`config.mk`:
```
export PLATFORM = sky130hd
export DESIGN_NAME = reg_file_wr_arbiter_flat
export DESIGN_NICKNAME = d
export VERILOG_FILES = /design/src/rtl/reg_file_wr_arbiter_if.sv /design/src/rtl/reg_file_wr_arbiter.sv /design/src/flat_wrapper.sv
export SDC_FILE = /design/constraint.sdc
export NUM_CORES = 1
export LEC_CHECK = 0
export BUFFER_PORTS_ARGS = -buffer_cell sky130_fd_sc_hd__buf_4
export CORE_MARGIN = 8
export CORE_UTILIZATION = 30
export DETAILED_ROUTE_END_ITERATION = 10
export SYNTH_ARGS = -nofsm -noshare
export SYNTH_HDL_FRONTEND = slang
export SYNTH_SLANG_ARGS = --single-unit
```
`constraint.sdc`:
```
create_clock -name clk -period 4.53 [get_ports clk]
set_input_delay 0.2265 -clock clk [delete_from_list [all_inputs] [get_ports clk]]
set_output_delay 0.2265 -clock clk [all_outputs]
set_load 0.03 [all_outputs]
```
`src/rtl/reg_file_wr_arbiter_if.sv`:
```
// Bundle of source request/data lines and register-file write-port signals
// shared between the datapath sources and the write-port arbiter.
interface reg_file_wr_arbiter_if #(
    parameter int WIDTH = 16
);
    logic             hold;
    logic             req_acc;
    logic             req_ldm;
    logic             req_se;
    logic [WIDTH-1:0] data_acc;
    logic [WIDTH-1:0] data_ldm;
    logic [WIDTH-1:0] data_se;
    logic             gnt_acc;
    logic             gnt_ldm;
    logic             gnt_se;
    logic             rf_rw;
    logic             rf_lacc;
    logic             rf_ldm;
    logic             rf_lse;
    logic [WIDTH-1:0] rf_acc;
    logic [WIDTH-1:0] rf_load;
    logic [WIDTH-1:0] rf_se;
    logic             busy;
    logic [7:0]       wr_count;

    // Datapath side: raises requests, presents data, observes grants and the write port.
    modport master (
        output hold, req_acc, req_ldm, req_se, data_acc, data_ldm, data_se,
        input  gnt_acc, gnt_ldm, gnt_se, rf_rw, rf_lacc, rf_ldm, rf_lse,
        input  rf_acc, rf_load, rf_se, busy, wr_count
    );

    // Arbiter side.
    modport slave (
        input  hold, req_acc, req_ldm, req_se, data_acc, data_ldm, data_se,
        output gnt_acc, gnt_ldm, gnt_se, rf_rw, rf_lacc, rf_ldm, rf_lse,
        output rf_acc, rf_load, rf_se, busy, wr_count
    );
endinterface

```
`src/rtl/reg_file_wr_arbiter.sv`:
```
// Write-port arbiter for the register file: picks one of three sources
// (acc=0, ldm=1, se=2), latches its data and drives a single write cycle.
module reg_file_wr_arbiter #(
    parameter int WIDTH = 16,
    parameter bit RR    = 1'b1
) (
    input logic                  clk,
    input logic                  rst,
    reg_file_wr_arbiter_if.slave bus
);

    typedef enum logic {
        IDLE  = 1'b0,
        WRITE = 1'b1
    } state_t;

    state_t           state_q, state_d;
    logic [1:0]       ptr_q, ptr_d;
    logic [2:0]       gnt_q, gnt_d;
    logic [WIDTH-1:0] data_q, data_d;
    logic [7:0]       cnt_q, cnt_d;

    logic [2:0]       req;
    logic [1:0]       start;
    logic [1:0]       win;
    logic [WIDTH-1:0] win_data;

    // Modulo-3 addition for pointer arithmetic; operands are always in 0..2.
    function automatic logic [1:0] mod3_add(input logic [1:0] a, input logic [1:0] b);
        logic [2:0] s;
        s = {1'b0, a} + {1'b0, b};
        if (s >= 3'd3) begin
            s = s - 3'd3;
        end
        return s[1:0];
    endfunction

    // First requester found walking start, start+1, start+2 (mod 3).
    function automatic logic [1:0] pick(input logic [2:0] r, input logic [1:0] s0);
        logic [1:0] i1, i2;
        i1 = mod3_add(s0, 2'd1);
        i2 = mod3_add(s0, 2'd2);
        if (r[s0]) begin
            return s0;
        end else if (r[i1]) begin
            return i1;
        end else begin
            return i2;
        end
    endfunction

    assign req   = {bus.req_se, bus.req_ldm, bus.req_acc};
    assign start = RR ? ptr_q : 2'd0;
    assign win   = pick(req, start);

    // Source data mux for the current winner.
    always_comb begin
        win_data = bus.data_acc;
        case (win)
            2'd1:    win_data = bus.data_ldm;
            2'd2:    win_data = bus.data_se;
            default: win_data = bus.data_acc;
        endcase
    end

    // Next-state logic: capture in IDLE when not stalled, retire in WRITE.
    always_comb begin
        state_d = state_q;
        ptr_d   = ptr_q;
        gnt_d   = 3'b000;
        data_d  = data_q;
        cnt_d   = cnt_q;
        case (state_q)
            IDLE: begin
                if (!bus.hold && (req != 3'b000)) begin
                    state_d = WRITE;
                    data_d  = win_data;
                    gnt_d   = 3'b001 << win;
                    if (RR) begin
                        ptr_d = mod3_add(win, 2'd1);
                    end
                end
            end
            WRITE: begin
                state_d = IDLE;
                cnt_d   = cnt_q + 8'd1;
            end
            default: begin
                state_d = IDLE;
            end
        endcase
    end

    // State, pointer, grant, data and counter registers; reset aborts any write.
    always_ff @(posedge clk or negedge rst) begin
        if (!rst) begin
            state_q <= IDLE;
            ptr_q   <= 2'd0;
            gnt_q   <= 3'b000;
            data_q  <= '0;
            cnt_q   <= 8'd0;
        end else begin
            state_q <= state_d;
            ptr_q   <= ptr_d;
            gnt_q   <= gnt_d;
            data_q  <= data_d;
            cnt_q   <= cnt_d;
        end
    end

    assign bus.rf_rw    = (state_q == WRITE);
    assign bus.busy     = (state_q == WRITE);
    assign bus.rf_lacc  = gnt_q[0];
    assign bus.rf_ldm   = gnt_q[1];
    assign bus.rf_lse   = gnt_q[2];
    assign bus.gnt_acc  = gnt_q[0];
    assign bus.gnt_ldm  = gnt_q[1];
    assign bus.gnt_se   = gnt_q[2];
    assign bus.rf_acc   = data_q;
    assign bus.rf_load  = data_q;
    assign bus.rf_se    = data_q;
    assign bus.wr_count = cnt_q;

endmodule
```
`src/flat_wrapper.sv`:
```
// flat-port wrapper written by rule: the top's interface ports become plain ports
module reg_file_wr_arbiter_flat 
#(
    parameter int WIDTH = 16,
    parameter bit RR    = 1'b1
)
  (clk, rst, bus_hold, bus_req_acc, bus_req_ldm, bus_req_se, bus_data_acc, bus_data_ldm, bus_data_se, bus_gnt_acc, bus_gnt_ldm, bus_gnt_se, bus_rf_rw, bus_rf_lacc, bus_rf_ldm, bus_rf_lse, bus_rf_acc, bus_rf_load, bus_rf_se, bus_busy, bus_wr_count);
  reg_file_wr_arbiter_if #(.WIDTH(WIDTH)) bus_i ();
  input logic clk;
  input logic rst;
  input wire logic [$bits(bus_i.hold)-1:0] bus_hold;
  input wire logic [$bits(bus_i.req_acc)-1:0] bus_req_acc;
  input wire logic [$bits(bus_i.req_ldm)-1:0] bus_req_ldm;
  input wire logic [$bits(bus_i.req_se)-1:0] bus_req_se;
  input wire logic [$bits(bus_i.data_acc)-1:0] bus_data_acc;
  input wire logic [$bits(bus_i.data_ldm)-1:0] bus_data_ldm;
  input wire logic [$bits(bus_i.data_se)-1:0] bus_data_se;
  output wire logic [$bits(bus_i.gnt_acc)-1:0] bus_gnt_acc;
  output wire logic [$bits(bus_i.gnt_ldm)-1:0] bus_gnt_ldm;
  output wire logic [$bits(bus_i.gnt_se)-1:0] bus_gnt_se;
  output wire logic [$bits(bus_i.rf_rw)-1:0] bus_rf_rw;
  output wire logic [$bits(bus_i.rf_lacc)-1:0] bus_rf_lacc;
  output wire logic [$bits(bus_i.rf_ldm)-1:0] bus_rf_ldm;
  output wire logic [$bits(bus_i.rf_lse)-1:0] bus_rf_lse;
  output wire logic [$bits(bus_i.rf_acc)-1:0] bus_rf_acc;
  output wire logic [$bits(bus_i.rf_load)-1:0] bus_rf_load;
  output wire logic [$bits(bus_i.rf_se)-1:0] bus_rf_se;
  output wire logic [$bits(bus_i.busy)-1:0] bus_busy;
  output wire logic [$bits(bus_i.wr_count)-1:0] bus_wr_count;
  assign bus_i.hold = bus_hold;
  assign bus_i.req_acc = bus_req_acc;
  assign bus_i.req_ldm = bus_req_ldm;
  assign bus_i.req_se = bus_req_se;
  assign bus_i.data_acc = bus_data_acc;
  assign bus_i.data_ldm = bus_data_ldm;
  assign bus_i.data_se = bus_data_se;
  assign bus_gnt_acc = bus_i.gnt_acc;
  assign bus_gnt_ldm = bus_i.gnt_ldm;
  assign bus_gnt_se = bus_i.gnt_se;
  assign bus_rf_rw = bus_i.rf_rw;
  assign bus_rf_lacc = bus_i.rf_lacc;
  assign bus_rf_ldm = bus_i.rf_ldm;
  assign bus_rf_lse = bus_i.rf_lse;
  assign bus_rf_acc = bus_i.rf_acc;
  assign bus_rf_load = bus_i.rf_load;
  assign bus_rf_se = bus_i.rf_se;
  assign bus_busy = bus_i.busy;
  assign bus_wr_count = bus_i.wr_count;
  reg_file_wr_arbiter #(.WIDTH(WIDTH), .RR(RR)) u_core (.clk(clk), .rst(rst), .bus(bus_i));
endmodule
```
### Yosys cells after proc, flatten, opt, wreduce, memory -nomap -nowiden

Cells that the tools add are included.

| storage, ports and cells | value |
|---|---|
| flip-flop bits (word level) | 30 |
| input bits | 54 |
| output and inout bits | 64 |

| operators by class | value |
|---|---|
| $add $sub $neg | 7 |
| magnitude comparators | 5 |
| equal/unequal tests | 2 |
| shift operators | 1 |
| multiplexer cells | 14 |
| bitwise gates (word level) | 1 |
| reduce and logical (&&, ||, !) cells | 4 |

Operator list:

| kind | number |
|---|---|
| $pmux W16 S2 | 1 |
| $mux W2 | 5 |
| $ge A3 B2 Y1 const B | 3 |
| $add A8 B1 Y8 const B | 1 |
| $add A2 B1 Y3 const B | 2 |
| $lt A2 B3 Y1 const B | 2 |
| $mux W3 | 2 |
| $sub A2 B2 Y2 const B | 3 |
| $bmux W1 S2 | 2 |
| $add A2 B2 Y3 const B | 1 |
| $mux W1 | 3 |
| $reduce_bool A3 Y1 | 1 |
| $shl A1 B2 Y3 const A | 1 |
| $eq A2 B1 Y1 const B | 1 |
| $eq A2 B2 Y1 const B | 1 |
| $pmux W1 S2 | 1 |
| $reduce_and A2 Y1 | 1 |
| $logic_and A1 B1 Y1 | 1 |
| $logic_not A1 Y1 | 1 |
| $not A1 Y1 | 1 |

### Longest topological paths before layout

Gate-level depths: netlist of the first run.

| logic depth | value |
|---|---|
| depth in word-level cells | 10 |
| gate-level depth with buffers | 14 |

### Worst setup path before layout of the first run

Ideal clock, no wire load.

| path | value |
|---|---|
| path type | register -> register |
| from | register u_core.ptr_q[0] |
| to | register u_core.data_q[3], in the netlist u_core.bus.rf_acc[3] |
| setup time | 0.119 ns |
| arrival time | 2.297 ns |
| setup slack | 2.114 ns |
| stages on the path, launching flop included | 13 |
| period minus slack after synthesis | 2.416 ns |
| cell sequence | dfrtp_1 > inv_1 > ha_1 > a21oi_1 > nor2_1 > a32oi_2 > inv_1 > ha_1 > clkbuf_1 > clkbuf_1 > nor2_1 > a21oi_1 > o21ai_2 |

| between the ends | value |
|---|---|
| cells in the longest elaborated chain, start to end | 9 |

Ends and longest elaborated chain:

| item | line | RTL |
|---|---|---|
| from (decl) | reg_file_wr_arbiter.sv:18 | `logic [1:0] ptr_q, ptr_d;` |
| from (signal assigned) | reg_file_wr_arbiter.sv:104 | `ptr_q <= ptr_d;` |
| $add A2 B1 Y3 | reg_file_wr_arbiter.sv:31 | `s = {1'b0, a} + {1'b0, b};` |
| $ge A3 B2 Y1 / $sub A2 B2 Y2 (equally long branches) | reg_file_wr_arbiter.sv:32, reg_file_wr_arbiter.sv:33 |  |
| $mux W2 | reg_file_wr_arbiter.sv:32 | `if (s >= 3'd3) begin` |
| $bmux W1 S2 | reg_file_wr_arbiter.sv:45 | `end else if (r[i1]) begin` |
| $mux W1 (implied by the code) | reg_file_wr_arbiter.sv:45 |  |
| $mux W2 | reg_file_wr_arbiter.sv:45 |  |
| $mux W2 (*) | reg_file_wr_arbiter.sv:43 | `if (r[s0]) begin` |
| $eq A2 B2 Y1 / $eq A2 B1 Y1 (equally long branches) | reg_file_wr_arbiter.sv:59 | `case (win)` |
| $pmux W16 S2 (*) | reg_file_wr_arbiter.sv:59 |  |
| to (signal assigned) | reg_file_wr_arbiter.sv:106 | `data_q <= data_d;` |
| to (decl) | reg_file_wr_arbiter.sv:20 | `logic [WIDTH-1:0] data_q, data_d;` |

Mark *: on every way between the ends. The rest lies on a longest branch, timed or not. The select of a mux whose other input is x is not followed.
A chain may end at the register's enable or synchronous reset.

### Final worst setup path of the first run

| path | value |
|---|---|
| from | register u_core.ptr_q[0] |
| to | register u_core.data_q[9], in the netlist u_core.bus.rf_acc[9] |

The elaborated chain is that of the path after synthesis.

==> metrics, run 1 <==
hold path cells 3; Die Wd a little under 100 um; Top FF cell, synth dfrtp_1; Top Ports 118; Die Area 9268 um2; vias in the first global route 1656; Vias 1627; endpoint type of the worst setup path flop; Initial Utilization 30.80%; Reg power frac between 20 and 25%; #FFs+latches synth 30; core area 6277 um2; fmax about 0.35 GHz; Total GRT Usage 11.50%; R2R setup slack between 1.5 and 2 ns; reg2reg start u_core.ptr_q[0]; switch share 53.79%; Worst-Skew Late Latency around 0.27 ns; hold_sp bus_data_acc[3]; CTS tree done; Final Setup Violations 0; Gate power share between 70 and 80%; Final HPWL DP ~4.4 mm; Synth area leader dfrtp_1; minimum clock period roughly 2.9 ns; FF-to-FF path depth 10; CTS resizes 0; Routability Congestion slightly below 0.8; I/O Buffers approximately 120; CP max stage cell ha_1; Remaining DRCs 0; FF-to-FF End u_core.bus.rf_acc[9]; final WL roughly 5.5 mm; Post-DRT Antenna Nets 0; setup TNS 0 ns; placed cell areas about 2600 um2; initial antenna violation count 0; Power per Cell Area around 900 nW/um2; max-slew violation count 0; synth top area cells dfrtp_1 39%, buf_4 14%, o21ai_2 6.3%; Rows 29; clk_skew between 0.004 and 0.005 ns; average wire per standard cell 14.92 um; Hold EP u_core.bus.rf_acc[3]; Internal between 1 and 1.5 mW; unrepaired setup endpoints after global routing no; MaxCap Viol Count 0; Slowest Stage Delay on Critical Path 0.89 ns; count of final hold-check violations 0; first-pass GRT wire length 8.328 mm; yosys warns 0; CTS sink cnt 30; Worst VDD drop about 0.00065 V; pre-CTS setup slack 1.667 ns; area grow syn2layout 37.93%; top cell type's share of synthesized area just under 40%; worst hold path type in -> reg; CTS Root Cell clkbuf_8; TritonCTS buffer count 5; async set or reset register ratio after synthesis 100.0%; layout cells sized above 1 a little over half; max_slew headroom between 30 and 40%; most numerous cell in the Yosys netlist buf_4; Period Utilization, post-route between 60 and 70%; largest net degree at the start of global routing 34; CTS Buffer Depth 2; leak pwr 1.345 nW; NumNets Final around 350; post-route cell area roughly 2700 um2; Pre-antenna DRT Iters 3; critical-path cell list inv_1 -> ha_1 -> a21oi_1 -> o22ai_1 -> a32oi_2 -> inv_1 -> ha_1 -> nor2_1 -> a21oi_1 -> o21ai_2; Ant. Diodes 0; setup ws final roughly 1.7 ns; Synth Instances 210; Unique masters post-synth 34; Clk pwr share 9.1%; syn_nets between 200 and 300; total grt overflow 0; synthesized area ~1900 um2; most instantiated cells after synthesis 36 x buf_4, 30 x dfrtp_1, 23 x nand2_1; synthesized area per cell roughly 9.2 um2; CP Data Arrival Time roughly 3.0 ns; 1st-iter DRT viols 53; Worst Setup Start Kind flop; Seq/Total Area, Yosys 38.83%; EDFF count, synth 0; CP max FO 33; vias per cell ~4.4; status finished, final reports clean; Worst Max-Slew Pin Slew 0.9215 ns; CTS clk-pin slew, worst paths approximately 0.070 ns; Setup Crit Path Kind reg -> reg; sw power around 1.3 mW; Die H 96.27 um; H-tree lvl count 2; CP required 4.68 ns
-- flip-flops by register name, summed over array words and instances (netlist names) --
| name | cells |
|---|---|
| u_core.bus.busy | 1 |
| u_core.bus.rf_acc | 16 |
| u_core.bus.wr_count | 8 |
| u_core.gnt_q | 3 |
| u_core.ptr_q | 2 |
-- cells by family (layout without fill, tap and decap cells) --
kind of cell / count (synthesis) / count (layout) / share of synthesized area [%]
compound gates: 57 / 57 / 22.14
simple gates: 55 / 55 / 12.10
buf+inv: 54 / 133 / 19.42
flops: 30 / 30 / 38.83
xor+xnor: 7 / 7 / 3.172
fa+ha+maj: 5 / 5 / 3.236
mux: 2 / 2 / 1.100
-- area by class of cell --
type	instances	area [um2]
clock inverter	1	5.005
inverter	6	25.02
clock buffer	7	86.33
fill	645	3611
tap	77	96.34
sequential	30	750.7
multi-input combinational	126	807.0
timing repair buffer	119	895.9
-- stage by stage --
step,util [%],total power [mW],hold slack (ns),instances
final,42.48,2.394,0.2118,366
after floorplan,-,1.855,-0.06909,210
after global placement,40.86,2.198,0.1884,357
after detailed placement,40.86,2.210,0.1888,357
after CTS,42.48,2.440,0.2024,366
after global routing,42.48,2.599,0.2190,366
-- power groups by stage --
stage | logic (mW) | registers [mW] | clock network, mW
final | 1.69 | 0.489 | 0.219
after global routing | 1.84 | 0.512 | 0.248
after CTS | 1.72 | 0.492 | 0.231
after detailed placement | 1.71 | 0.497 | 0
after global placement | 1.71 | 0.492 | 0
after floorplan | 1.19 | 0.661 | 0
-- critical path, delay by kind of cell, from the launching register on --
| kind | cells | cell delay (ns) |
|---|---|---|
| AO/OA/AOI/OAI | 5 | 0.79 |
| adder cells (fa/ha/maj) | 2 | 1.24 |
| buffers and inverters | 2 | 0.16 |
| flip-flops | 1 | 0.41 |
| AND/OR/NAND/NOR | 1 | 0.12 |
-- worst max-delay path by stage --
stage               startpoint               endpoint  slack [ns]  cells after the start
2_1_floorplan  u_core.ptr_q[0]   u_core.bus.rf_acc[3]        2.11                     12
3_3_place_gp   u_core.ptr_q[1]   u_core.bus.rf_acc[6]        1.69                     10
3_5_place_dp   u_core.ptr_q[0]   u_core.bus.rf_acc[6]        1.67                     10
4_1_cts        u_core.ptr_q[0]   u_core.bus.rf_acc[6]        1.65                     10
5_1_grt        u_core.ptr_q[0]  u_core.bus.rf_acc[10]        1.33                     10
6_report       u_core.ptr_q[0]   u_core.bus.rf_acc[9]        1.67                     10
-- cells in the final DEF (no fill, tap or decap), types with 2 or more instances in the layout --
| master | n |
|---|---|
| buf_4 | 118 |
| dfrtp_1 | 30 |
| nand2_1 | 23 |
| nor2_1 | 21 |
| a21oi_1 | 18 |
| a22oi_1 | 16 |
| o21ai_2 | 14 |
| clkbuf_8 | 6 |
| ha_1 | 5 |
| inv_1 | 4 |
| xnor2_1 | 4 |
| xor2_1 | 3 |
| nand2_2 | 2 |
| and2_1 | 2 |
| nand4_1 | 2 |
| o21ai_1 | 2 |
-- metal layers --
metal	global-route usage [%]	part of all wire (%)	vias to the layer above
li1	-	-	835
met3	2.496	7.4	7
met2	19.52	54	47
met1	13.76	37	738
met4	4.609	1.2	0
met5	0	0	-
-- timing repair --
item / in CTS / in global routing
setup buffers: 0 / 0
endpoints found under the setup margin: 0 / 0
endpoints found under the hold margin: 30 / 0
hold buffers: 1 / 0
(Power assumes the default switching activity.)
==> inputs of run 2 (changes only) <==
==> constraint.sdc (replaced) <==
create_clock -name clk -period 2.65 [get_ports clk]
set_input_delay 0.1325 -clock clk [delete_from_list [all_inputs] [get_ports clk]]
set_output_delay 0.1325 -clock clk [all_outputs]
set_load 0.03 [all_outputs]
==> run 2 against run 1 <==
Effect of this change:
- combinational power increased by 79%
- clock power increased by 74%
- sequential power increased by 72%
- global-route usage decreased by 0.12 points
- clock-buffer cell count unchanged
- sequential cell count unchanged
- clock skew increased by 0.0010 ns
- die area unchanged
- maximum frequency increased by 18%
- setup slack got worse by 1.4 ns
- cell area increased by 1.5%
- critical path type unchanged
- largest cell class unchanged
- largest power group unchanged
==> metrics, run 2 (synthesized netlist as in run 1, its figures left out) <==
status finished, final reports clean; CP max FO 17; Ant. Diodes 0; unrepaired setup endpoints after global routing no; MaxCap Viol Count 0; fillers between 600 and 700; most common cell after layout, fill and taps aside buf_4; Final HPWL DP 4.516 mm; layout cells sized above 1 between 50% and 60%; Die H 96.27 um; count of final hold-check violations 0; total grt overflow 0; FF-to-FF path depth 12; CP Data Arrival Time between 2 and 3 ns; worst hold path type in -> reg; initial antenna violation count 0; Initial Utilization about 31%; endpoint type of the worst setup path flop; Final Setup Violations 0; CTS sink cnt 30; fmax between 0.4 and 0.5 GHz; average wire per standard cell ~15 um; Setup Crit Path Kind reg -> reg; Remaining DRCs 0; Pwr Total 4.252 mW; Routability Congestion roughly 0.9; CTS Root Cell clkbuf_8; Post-DRT Antenna Nets 0; largest net degree at the start of global routing 34; Pre-antenna DRT Iters 4; Period Utilization, post-route between 90% and 100%; Total GRT Usage a little under an eighth; area of the multi-input gates 815.8 um2; Die Area about 9300 um2; Vias ~1700; max-slew violation count 0; hold path cells 3; leak pwr 1.353 nW; Worst-Skew Late Latency about 0.28 ns; CTS clk-pin slew, worst paths 0.07 ns; 1st-iter DRT viols between 40 and 50; first-pass GRT wire length just over 8 mm; Power per Cell Area 1572 nW/um2; clk_skew ~0.0054 ns; Top Ports 118; H-tree lvl count 2; Worst Max-Slew Pin Slew 0.8310 ns; vias in the first global route 1620; post-layout util approximately 43%; register area 753.2 um2; CTS Buffer Depth 2; CP required about 2.8 ns; NumNets Final approximately 350; max reg flops 16; minimum clock period around 2.4 ns; setup bufs post-CTS 0; TritonCTS buffer count 5; Die Wd between 90 and 100 um; area grow syn2layout 39.94%; core area 6277 um2; Worst VDD drop around 0.00077 V; I/O Buffers around 120; vias per cell about 4.5; setup TNS 0 ns; Rows 29; final WL between 5 and 6 mm; max_slew headroom between 40% and 50%; commonest cells after routing, fill and taps aside 119 x buf_4, 28 x dfrtp_1, 23 x nand2_1, 21 x nor2_1, 17 x a21oi_1; Worst Setup Start Kind flop; CTS tree done
[run 2: changes by cell type in the layout (fill, tap and decap cells not counted)]
cell,previous run,this run
a21oi_1,18,17
a21oi_2,1,2
buf_12,0,1
buf_4,118,119
dfrtp_1,30,28
dfrtp_2,0,2
ha_1,5,3
ha_2,0,2
[run 2: final cells by class]
type / instances / area share [%]
clock buffer: 7 / 3.191
clock inverter: 1 / 0.1850
inverter: 6 / 0.9251
multi-input combinational: 126 / 30.16
sequential: 30 / 27.84
tap: 77 / 3.562
timing repair buffer: 121 / 34.14
[run 2: routing by layer]
metal	GRT usage [%]	vias to the layer above	routed length [um]
li1	-	838	-
met4	3.841	0	34
met5	0	-	0
met2	19.81	64	3065
met1	13.05	752	2042
met3	3.198	2	496
[run 2: critical path, cell delays in order, from the launching register on]
cell and delay (ns):
dfrtp_2 0.45, inv_1 0.11, ha_1 0.25, nor2b_2 0.09
o21ai_4 0.15, a21oi_2 0.09, a211oi_4 0.28, inv_2 0.07
ha_2 0.30, a22oi_1 0.19, nor2_1 0.06, a21oi_1 0.16
o21ai_2 0.06
[run 2: path summary, 6_finish.rpt]
kind,from,endpoint,slack [ns]
setup / recovery,u_core.ptr_q[1],u_core.bus.rf_acc[8],0.24
hold / removal,bus_data_acc[3],u_core.bus.rf_acc[3],0.11
setup reg to reg,u_core.ptr_q[1],u_core.bus.rf_acc[8],0.24
hold reg to reg,u_core.bus.wr_count[7],u_core.bus.wr_count[7],0.48
max in group asynchronous,rst,u_core.ptr_q[0],2.00
min in group asynchronous,rst,u_core.bus.rf_acc[4],0.35
[run 2: power by group]
group	leakage (nW)	switching (mW)	internal (mW)
registers	0.382	0.196	0.644
clock network	0.0482	0.173	0.209
logic	0.923	1.87	1.16
total	1.35	2.24	2.01
[run 2: what timing repair did]
item                                    4_1_cts  5_1_grt
resized for setup                             0        5
hold endpoints to repair                     30        0
endpoints found under the setup margin        0       16
hold buffers                                  1        0
[run 2: per-stage QoR]
stage               hold slack (ns)  area (um2)  instances  setup WS (ns)
floorplan                   -0.1631        1933        210         0.2342
global route                 0.1146        2705        368        0.02947
CTS                          0.1058        2694        368        0.07175
finish                       0.1118        2705        368         0.2384
detailed placement          0.09444        2592        359        0.08600
global placement            0.09607        2592        359         0.1671
